## src/rtl/multicycle_control.sv

```systemverilog
// Moore control FSM for a multicycle MIPS-style datapath: sequences fetch/decode/execute
// and counts retired instructions. Outputs decode from the state register (plus mem_ready in fetch).
module multicycle_control #(
  parameter int RET_W = 32
) (
  input  logic             clk,
  input  logic             reset,
  input  logic             en,
  input  logic [5:0]       opcode,
  input  logic             mem_ready,
  output logic             pcWrite,
  output logic             pcWriteCond,
  output logic             iorD,
  output logic             memRead,
  output logic             memWrite,
  output logic             irWrite,
  output logic             memToReg,
  output logic             regDst,
  output logic             regWrite,
  output logic             aluSrcA,
  output logic [1:0]       aluSrcB,
  output logic [1:0]       aluOp,
  output logic [1:0]       pcSource,
  output logic [3:0]       state,
  output logic             illegal_op,
  output logic [RET_W-1:0] retired
);

  typedef enum logic [3:0] {
    S_IDLE   = 4'd0,
    S_FETCH  = 4'd1,
    S_DECODE = 4'd2,
    S_MEMADR = 4'd3,
    S_MEMRD  = 4'd4,
    S_MEMWB  = 4'd5,
    S_MEMWR  = 4'd6,
    S_EXEC   = 4'd7,
    S_ALUWB  = 4'd8,
    S_BRANCH = 4'd9,
    S_JUMP   = 4'd10,
    S_ADDIEX = 4'd11,
    S_ADDIWB = 4'd12
  } state_t;

  localparam logic [5:0] OP_RTYPE = 6'b000000;
  localparam logic [5:0] OP_LW    = 6'b100011;
  localparam logic [5:0] OP_SW    = 6'b101011;
  localparam logic [5:0] OP_BEQ   = 6'b000100;
  localparam logic [5:0] OP_J     = 6'b000010;
  localparam logic [5:0] OP_ADDI  = 6'b001000;

  state_t             state_q, state_d;
  logic               illegal_op_q, illegal_op_d;
  logic [RET_W-1:0]   retired_q, retired_d;
  logic               retire;

  always_comb begin
    state_d      = S_IDLE;
    illegal_op_d = 1'b0;
    case (state_q)
      S_IDLE:   state_d = en ? S_FETCH : S_IDLE;
      S_FETCH:  state_d = mem_ready ? S_DECODE : S_FETCH;
      S_DECODE: begin
        case (opcode)
          OP_LW, OP_SW: state_d = S_MEMADR;
          OP_RTYPE:     state_d = S_EXEC;
          OP_BEQ:       state_d = S_BRANCH;
          OP_J:         state_d = S_JUMP;
          OP_ADDI:      state_d = S_ADDIEX;
          default: begin
            state_d      = S_FETCH;
            illegal_op_d = 1'b1;
          end
        endcase
      end
      S_MEMADR: state_d = (opcode == OP_LW) ? S_MEMRD : S_MEMWR;
      S_MEMRD:  state_d = mem_ready ? S_MEMWB : S_MEMRD;
      S_MEMWB:  state_d = S_FETCH;
      S_MEMWR:  state_d = mem_ready ? S_FETCH : S_MEMWR;
      S_EXEC:   state_d = S_ALUWB;
      S_ALUWB:  state_d = S_FETCH;
      S_BRANCH: state_d = S_FETCH;
      S_JUMP:   state_d = S_FETCH;
      S_ADDIEX: state_d = S_ADDIWB;
      S_ADDIWB: state_d = S_FETCH;
      default:  state_d = S_IDLE;
    endcase
  end

  // Only completing states count; DECODE->FETCH on an illegal opcode is excluded.
  always_comb begin
    retire = (state_d == S_FETCH) &&
             (state_q inside {S_MEMWB, S_MEMWR, S_ALUWB, S_BRANCH, S_JUMP, S_ADDIWB});
    retired_d = retired_q + RET_W'(retire);
  end

  always_ff @(posedge clk) begin
    if (reset) begin
      state_q      <= S_IDLE;
      illegal_op_q <= 1'b0;
      retired_q    <= '0;
    end else begin
      state_q      <= state_d;
      illegal_op_q <= illegal_op_d;
      retired_q    <= retired_d;
    end
  end

  always_comb begin
    pcWrite     = 1'b0;
    pcWriteCond = 1'b0;
    iorD        = 1'b0;
    memRead     = 1'b0;
    memWrite    = 1'b0;
    irWrite     = 1'b0;
    memToReg    = 1'b0;
    regDst      = 1'b0;
    regWrite    = 1'b0;
    aluSrcA     = 1'b0;
    aluSrcB     = 2'b00;
    aluOp       = 2'b00;
    pcSource    = 2'b00;
    case (state_q)
      S_FETCH: begin
        memRead = 1'b1;
        aluSrcB = 2'b01;
        irWrite = mem_ready;
        pcWrite = mem_ready;
      end
      S_DECODE: aluSrcB = 2'b11;
      S_MEMADR, S_ADDIEX: begin
        aluSrcA = 1'b1;
        aluSrcB = 2'b10;
      end
      S_MEMRD: begin
        memRead = 1'b1;
        iorD    = 1'b1;
      end
      S_MEMWB: begin
        regWrite = 1'b1;
        memToReg = 1'b1;
      end
      S_MEMWR: begin
        memWrite = 1'b1;
        iorD     = 1'b1;
      end
      S_EXEC: begin
        aluSrcA = 1'b1;
        aluOp   = 2'b10;
      end
      S_ALUWB: begin
        regWrite = 1'b1;
        regDst   = 1'b1;
      end
      S_BRANCH: begin
        aluSrcA     = 1'b1;
        aluOp       = 2'b01;
        pcWriteCond = 1'b1;
        pcSource    = 2'b01;
      end
      S_JUMP: begin
        pcWrite  = 1'b1;
        pcSource = 2'b10;
      end
      S_ADDIWB: regWrite = 1'b1;
      default: ;
    endcase
  end

  assign state      = state_q;
  assign illegal_op = illegal_op_q;
  assign retired    = retired_q;

endmodule

```

## config.mk

```make
export PLATFORM = sky130hd
export DESIGN_NAME = multicycle_control
export DESIGN_NICKNAME = d
export VERILOG_FILES = /design/src/rtl/multicycle_control.sv
export SDC_FILE = /design/constraint.sdc
export NUM_CORES = 1
export LEC_CHECK = 0
export CORE_MARGIN = 3
export CORE_UTILIZATION = 46
export CTS_CLUSTER_DIAMETER = 120
export DETAILED_ROUTE_END_ITERATION = 16
export GPL_ROUTABILITY_DRIVEN = 0
export PLACE_DENSITY = 0.8
export SYNTH_ARGS = -nofsm -noshare
export SYNTH_HDL_FRONTEND = slang
export SYNTH_SLANG_ARGS = --single-unit
```

## constraint.sdc

```tcl
create_clock -name clk -period 3.5 [get_ports clk]
set_input_delay 0.7 -clock clk [delete_from_list [all_inputs] [get_ports clk]]
set_output_delay 0.7 -clock clk [all_outputs]
set_load 0.02 [all_outputs]
```

==> impl_metrics.yaml, run 1 <==
clocking:
  clock_latency_ns: 0.28
  cts_resized: 0
  cts.sinks: 37
  cts_buffer_depth: 2
  ctsHoldBuffers: 0
  clkSlewWorstSetupHoldPaths_ns: 0.07
  cts_tree: "built"
  numCtsBuffers: 5
  htree_levels: 2
  clock-root-buffer: "clkbuf_8"
  cts_setup_buffers: 0
timing:
  fmax_ghz: 0.324
  skew_ns: 0.00661
  hold_viol: 0
  drv_slew: 0
  period_share_pct: 88.2
  worst_pin_slew_ns: 0.817
  min_period_ns: 3.09
  setup_viol: 0
  grt_setup_unrepaired: "no"
  max-slew-margin-rel_pct: 45.3
  fin_setup_tns_ns: 0
global_routing:
  grt_pass1_vias: 1828
  grt-ovfl-total: 0
  grt_pass1_wl_um: 7890
  grt_max_degree: 24
  gr-usage-all-layers_pct: 18.4
  antenna_found_initial: 0
power_and_ir_drop:
  seqPwrFrac_pct: 54.0
  p_per_area_nw_per_um2: 286
  switching_share_pct: 23.9
  p_total_mw: 0.790
  clockPowerShare_pct: 35.0
  p_int_mw: 0.601
  p_sw_mw: 0.189
  p_leak_nw: 0.950
  combinationalPowerShare_pct: 11.0
  irDropWorstVdd_uv: 189
run_status:
  status: "complete, no violations"
critical_path:
  crit_arrival_ns: 3.26
  worstSetupEndpointType: "register"
  worstPathRequired_ns: 3.67
  worstSetupPathType: "in2reg"
  crit_fanout: 19
  cp-start-kind: "input port"
synthesis:
  synth_ff_type: "dfxtp_1"
  ys_seq_area_share_pct: 36.7
  avgSynthCellArea_um2: 7.97
  synth_nets: 265
  synth_edf_count: 0
  syn_inst: 253
  syn_area_um2: 2020
  synth_seq_cells: 37
  async_flop_share_pct: 0
  post_synth_num_cell_types: 43
  yosysWarnings: 0
hold_path:
  hp-class: "reg2reg"
cells_and_area:
  final_area_um2: 2760
  fill_cells: 348
  area_growth_pct: 36.9
  finalNonFillerCells: 363
  final_core_util_pct: 67.1
  drive_above_1_share_pct: 7.35
  final_nets: 324
  antennaDiodeCount: 0
route:
  via_count: 2078
  ant_nets: 0
  wl_per_cell_um: 13.2
  drc: 0
  wl_um: 4780
  detail_route.first_pass.iterations: 5
  drtIter0Drc: 111
  post_drt_via_cell_ratio: 5.72
floorplan:
  dieHeight_um: 72.2
  initial_core_util_pct: 49.0
  pin_count: 63
  rows: 23
  dieArea_um2: 5220
  core_um2: 4120
  die_w_um: 72.2
place:
  dp.cells: 355
  dpl_cell_area_um2: 2680
  hpwl_um: 3420
  io_buffers: 62
run:
  cap_violations: 0
registers in the layout, summed over array words and instances (netlist names):
| name | cells |
|---|---|
| retired | 32 |
| state | 4 |
| illegal_op | 1 |
placed cells by master (no fill, tap or decap), types with 5 or more instances in the layout:
cell	Yosys	routed
o21ai_0	15	15
or3_1	9	9
xor2_1	10	10
a21oi_1	22	22
dfxtp_1	37	37
nor2b_1	7	7
nand4_1	6	6
nor3_1	5	5
buf_4	4	9
or4_1	10	10
clkbuf_8	0	5
nand3_1	10	10
nor2_1	30	30
o31ai_1	9	9
and3_1	5	5
clkdlybuf4s50_1	0	62
nand2_1	12	12
through the flow:
| step | hold slack, ns | setup WS (ns) |
|---|---|---|
| after floorplan | 0.551 | 0.627 |
| after global placement | 0.469 | 0.200 |
| after detailed placement | 0.476 | 0.126 |
| after CTS | 0.487 | 0.421 |
| after global routing | 0.534 | 0.215 |
| final | 0.487 | 0.412 |
final cells by class:
type / instances / area [um2] / area share, %
tap: 50 / 62.6 / 2.27
clock inverter: 2 / 10.0 / 0.362
clock buffer: 6 / 72.6 / 2.63
timing repair buffer: 71 / 688 / 24.9
sequential: 37 / 741 / 26.8
inverter: 4 / 15.0 / 0.544
multi-input combinational: 193 / 1170 / 42.5
worst max-delay path: stages:
cell and delay (ns):
clkdlybuf4s50_1 0.56, nor3_1 0.09, a221oi_1 0.36, and3_1 0.22
ha_1 0.16, and2_1 0.19, nand4_4 0.22, nor4_1 0.38
mux2_2 0.37
worst paths after layout:
path / slack (ns) / cells after the start / end / from
worst max-delay path: 0.41 / 9 / retired[25] / opcode[2]
worst min-delay path: 0.49 / 2 / retired[31] / retired[31]
worst max register to register: 0.60 / 9 / retired[25] / state[3]
worst min register to register: 0.49 / 2 / retired[31] / retired[31]
per-layer routing:
layer	vias up	global-route usage [%]	part of all wire [%]
met5	-	0	0
met4	0	5.01	0.80
met3	4	4.71	6.4
met2	63	31.2	47
met1	969	23.0	45
li1	1042	-	-
cell families (layout without fill, tap and decap cells):
family / after synthesis / in the layout / synth area share, %
adder cells (fa/ha/maj): 2 / 2 / 1.24
AND/OR/NAND/NOR: 116 / 116 / 32.4
AO/OA/AOI/OAI: 60 / 60 / 17.7
buffers and inverters: 23 / 83 / 5.15
multiplexers: 2 / 2 / 1.12
XOR/XNOR: 13 / 13 / 5.65
flip-flops: 37 / 37 / 36.7
Yosys cell counts, types with 5 or more instances:
| library cell | instances | area share (%) |
|---|---|---|
| a21oi_1 | 22 | 5.5 |
| or4_1 | 10 | 3.7 |
| xor2_1 | 10 | 4.3 |
| o31ai_1 | 9 | 3.3 |
| nor2b_1 | 7 | 2.2 |
| nand4_1 | 6 | 1.9 |
| or3_1 | 9 | 2.8 |
| and3_1 | 5 | 1.6 |
| o21ai_0 | 15 | 3.7 |
| nand3_1 | 10 | 2.5 |
| nor3_1 | 5 | 1.2 |
| clkbuf_1 | 11 | 2.0 |
| nand2_1 | 12 | 2.2 |
| dfxtp_1 | 37 | 37 |
| nor2_1 | 30 | 5.6 |
power groups by stage:
| stage | Sequential, mW | Clock, mW | Combinational (mW) |
|---|---|---|---|
| global placement | 0.436 | 0 | 0.0859 |
| CTS | 0.426 | 0.285 | 0.0867 |
| detailed placement | 0.436 | 0 | 0.0860 |
| finish | 0.426 | 0.276 | 0.0871 |
| global route | 0.427 | 0.301 | 0.0946 |
| floorplan | 0.439 | 0 | 0.0423 |
Note: power is estimated with default switching activity, not from simulation.
==> run 2, diff against run 1 <==
- GPL_TIMING_DRIVEN: unset -> 0
==> impl_metrics.yaml, run 2 (same netlist as run 1, synthesis figures left out) <==
run_status:
  status: "complete, no violations"
cells_and_area:
  final_core_util_pct: 68.1
  largest_reg_flops: 32
  antennaDiodeCount: 0
  most-common-layout-cells: "clkdlybuf4s50_1, dfxtp_1, nor2_1"
  finalNonFillerCells: 371
  final_nets: 332
  drive_above_1_share_pct: 6.23
  final_common_cell: "clkdlybuf4s50_1"
  area_growth_pct: 39.0
route:
  ant_nets: 0
  wl_per_cell_um: 14.1
  via_count: 2098
  detail_route.first_pass.iterations: 4
  wl_um: 5220
  drc: 0
  post_drt_via_cell_ratio: 5.65
  drtIter0Drc: 136
clocking:
  cts_tree: "built"
  cts.sinks: 37
  cts_buffer_depth: 2
  numCtsBuffers: 5
  clock-root-buffer: "clkbuf_8"
  clkSlewWorstSetupHoldPaths_ns: 0.07
  clock_latency_ns: 0.29
  htree_levels: 2
floorplan:
  rows: 23
  dieArea_um2: 5220
  dieHeight_um: 72.2
  pin_count: 63
  die_w_um: 72.2
  core_um2: 4120
  initial_core_util_pct: 49.0
critical_path:
  worstPathRequired_ns: 3.71
  timing.critical_path.buf_inv: 1
  crit_fanout: 9
  worstSetupPathType: "in2reg"
  cp-start-kind: "input port"
  cp_common_cell: "ha_1"
  path_cells: "clkdlybuf4s50_1, nor4_1, a221oi_1, and3_1, ha_1, ha_1, nand4_2, or4_1, a21oi_1"
  slowest_stage: "clkdlybuf4s50_1"
  crit_arrival_ns: 3.40
  cp_top_family: "simple AND/OR/NAND/NOR gates"
  worstSetupEndpointType: "register"
  cp_slowest_stage_delay_ns: 0.56
timing:
  skew_ns: 0.00907
  grt_setup_unrepaired: "no"
  fin_ws_ns: 0.316
  hold_viol: 0
  drv_slew: 0
  period_share_pct: 91.0
  fmax_ghz: 0.314
  setup_viol: 0
  fin_hold_ws_ns: 0.499
  worst_pin_slew_ns: 0.515
  min_period_ns: 3.18
  max-slew-margin-rel_pct: 65.7
power_and_ir_drop:
  p_per_area_nw_per_um2: 317
  combinationalPowerShare_pct: 9.4
  switching_share_pct: 22.2
  irDropWorstVdd_uv: 207
  p_leak_nw: 0.955
  clockPowerShare_pct: 42.5
  p_int_mw: 0.692
  seqPwrFrac_pct: 48.1
  p_sw_mw: 0.197
place:
  io_buffers: 61
  dp.cells: 364
  pre_cts_ws_ns: -0.0590
  hpwl_um: 3740
global_routing:
  grt-ovfl-total: 0
  grt_pass1_vias: 1929
  antenna_found_initial: 0
  grt_max_degree: 12
  grt_pass1_wl_um: 8630
  gr-usage-all-layers_pct: 20.4
run:
  cap_violations: 0
hold_path:
  hp-class: "reg2reg"
## run 2: per-stage QoR
step           instance area (um2)  power [mW]  setup TNS, ns
2_1_floorplan                 2020       0.481              0
3_3_place_gp                  2690       0.519         -0.109
3_5_place_dp                  2690       0.520         -0.150
4_1_cts                       2810       0.894              0
5_1_grt                       2800       0.913              0
6_report                      2800       0.889              0
## run 2: power by group through the flow
stage | sequential [mW] | combinational, mW | clock, mW
2_1_floorplan | 0.439 | 0.0423 | 0
3_3_place_gp | 0.437 | 0.0819 | 0
3_5_place_dp | 0.437 | 0.0827 | 0
4_1_cts | 0.427 | 0.0837 | 0.383
5_1_grt | 0.428 | 0.0902 | 0.395
6_report | 0.427 | 0.0837 | 0.378
## run 2: metal layers
metal / vias up / routed length, um / GRT usage (%) / part of all wire, %
met5: - / 0 / 0 / 0
met3: 5 / 289 / 5.12 / 5.5
met4: 0 / 54 / 6.05 / 1.0
met1: 982 / 2440 / 26.3 / 47
li1: 1049 / - / - / -
met2: 62 / 2440 / 33.7 / 47
## run 2: worst paths after layout
check | startpoint | endpoint | slack, ns | cells after the start
min | retired[29] | retired[29] | 0.50 | 2
max reg2reg | state[2] | retired[30] | 0.49 | 9
min reg2reg | retired[29] | retired[29] | 0.50 | 2
max | opcode[3] | retired[30] | 0.32 | 9
## run 2: worst reg2reg max path, stage by stage, from the launching register on
cell and delay (ns):
dfxtp_1 0.45, clkbuf_1 0.36, nor2_1 0.07, a221oi_1 0.40, and3_1 0.22, ha_1 0.16, ha_1 0.29, nand4_2 0.26
or4_1 0.56, a21oi_1 0.17
## run 2: cell type report
class                      count  area, um2
buffer                        18       85.1
clock buffer                   7       86.3
clock inverter                 1       30.0
fill                         366       1310
inverter                       4       15.0
multi-input combinational    193       1170
sequential                    37        741
tap                           50       62.6
timing repair buffer          61        611
## run 2: repair_timing
item,4_1_cts,5_1_grt
endpoints found under the setup margin,0,3
setup buffers,0,0
resized for setup,0,0
hold buffers,0,0
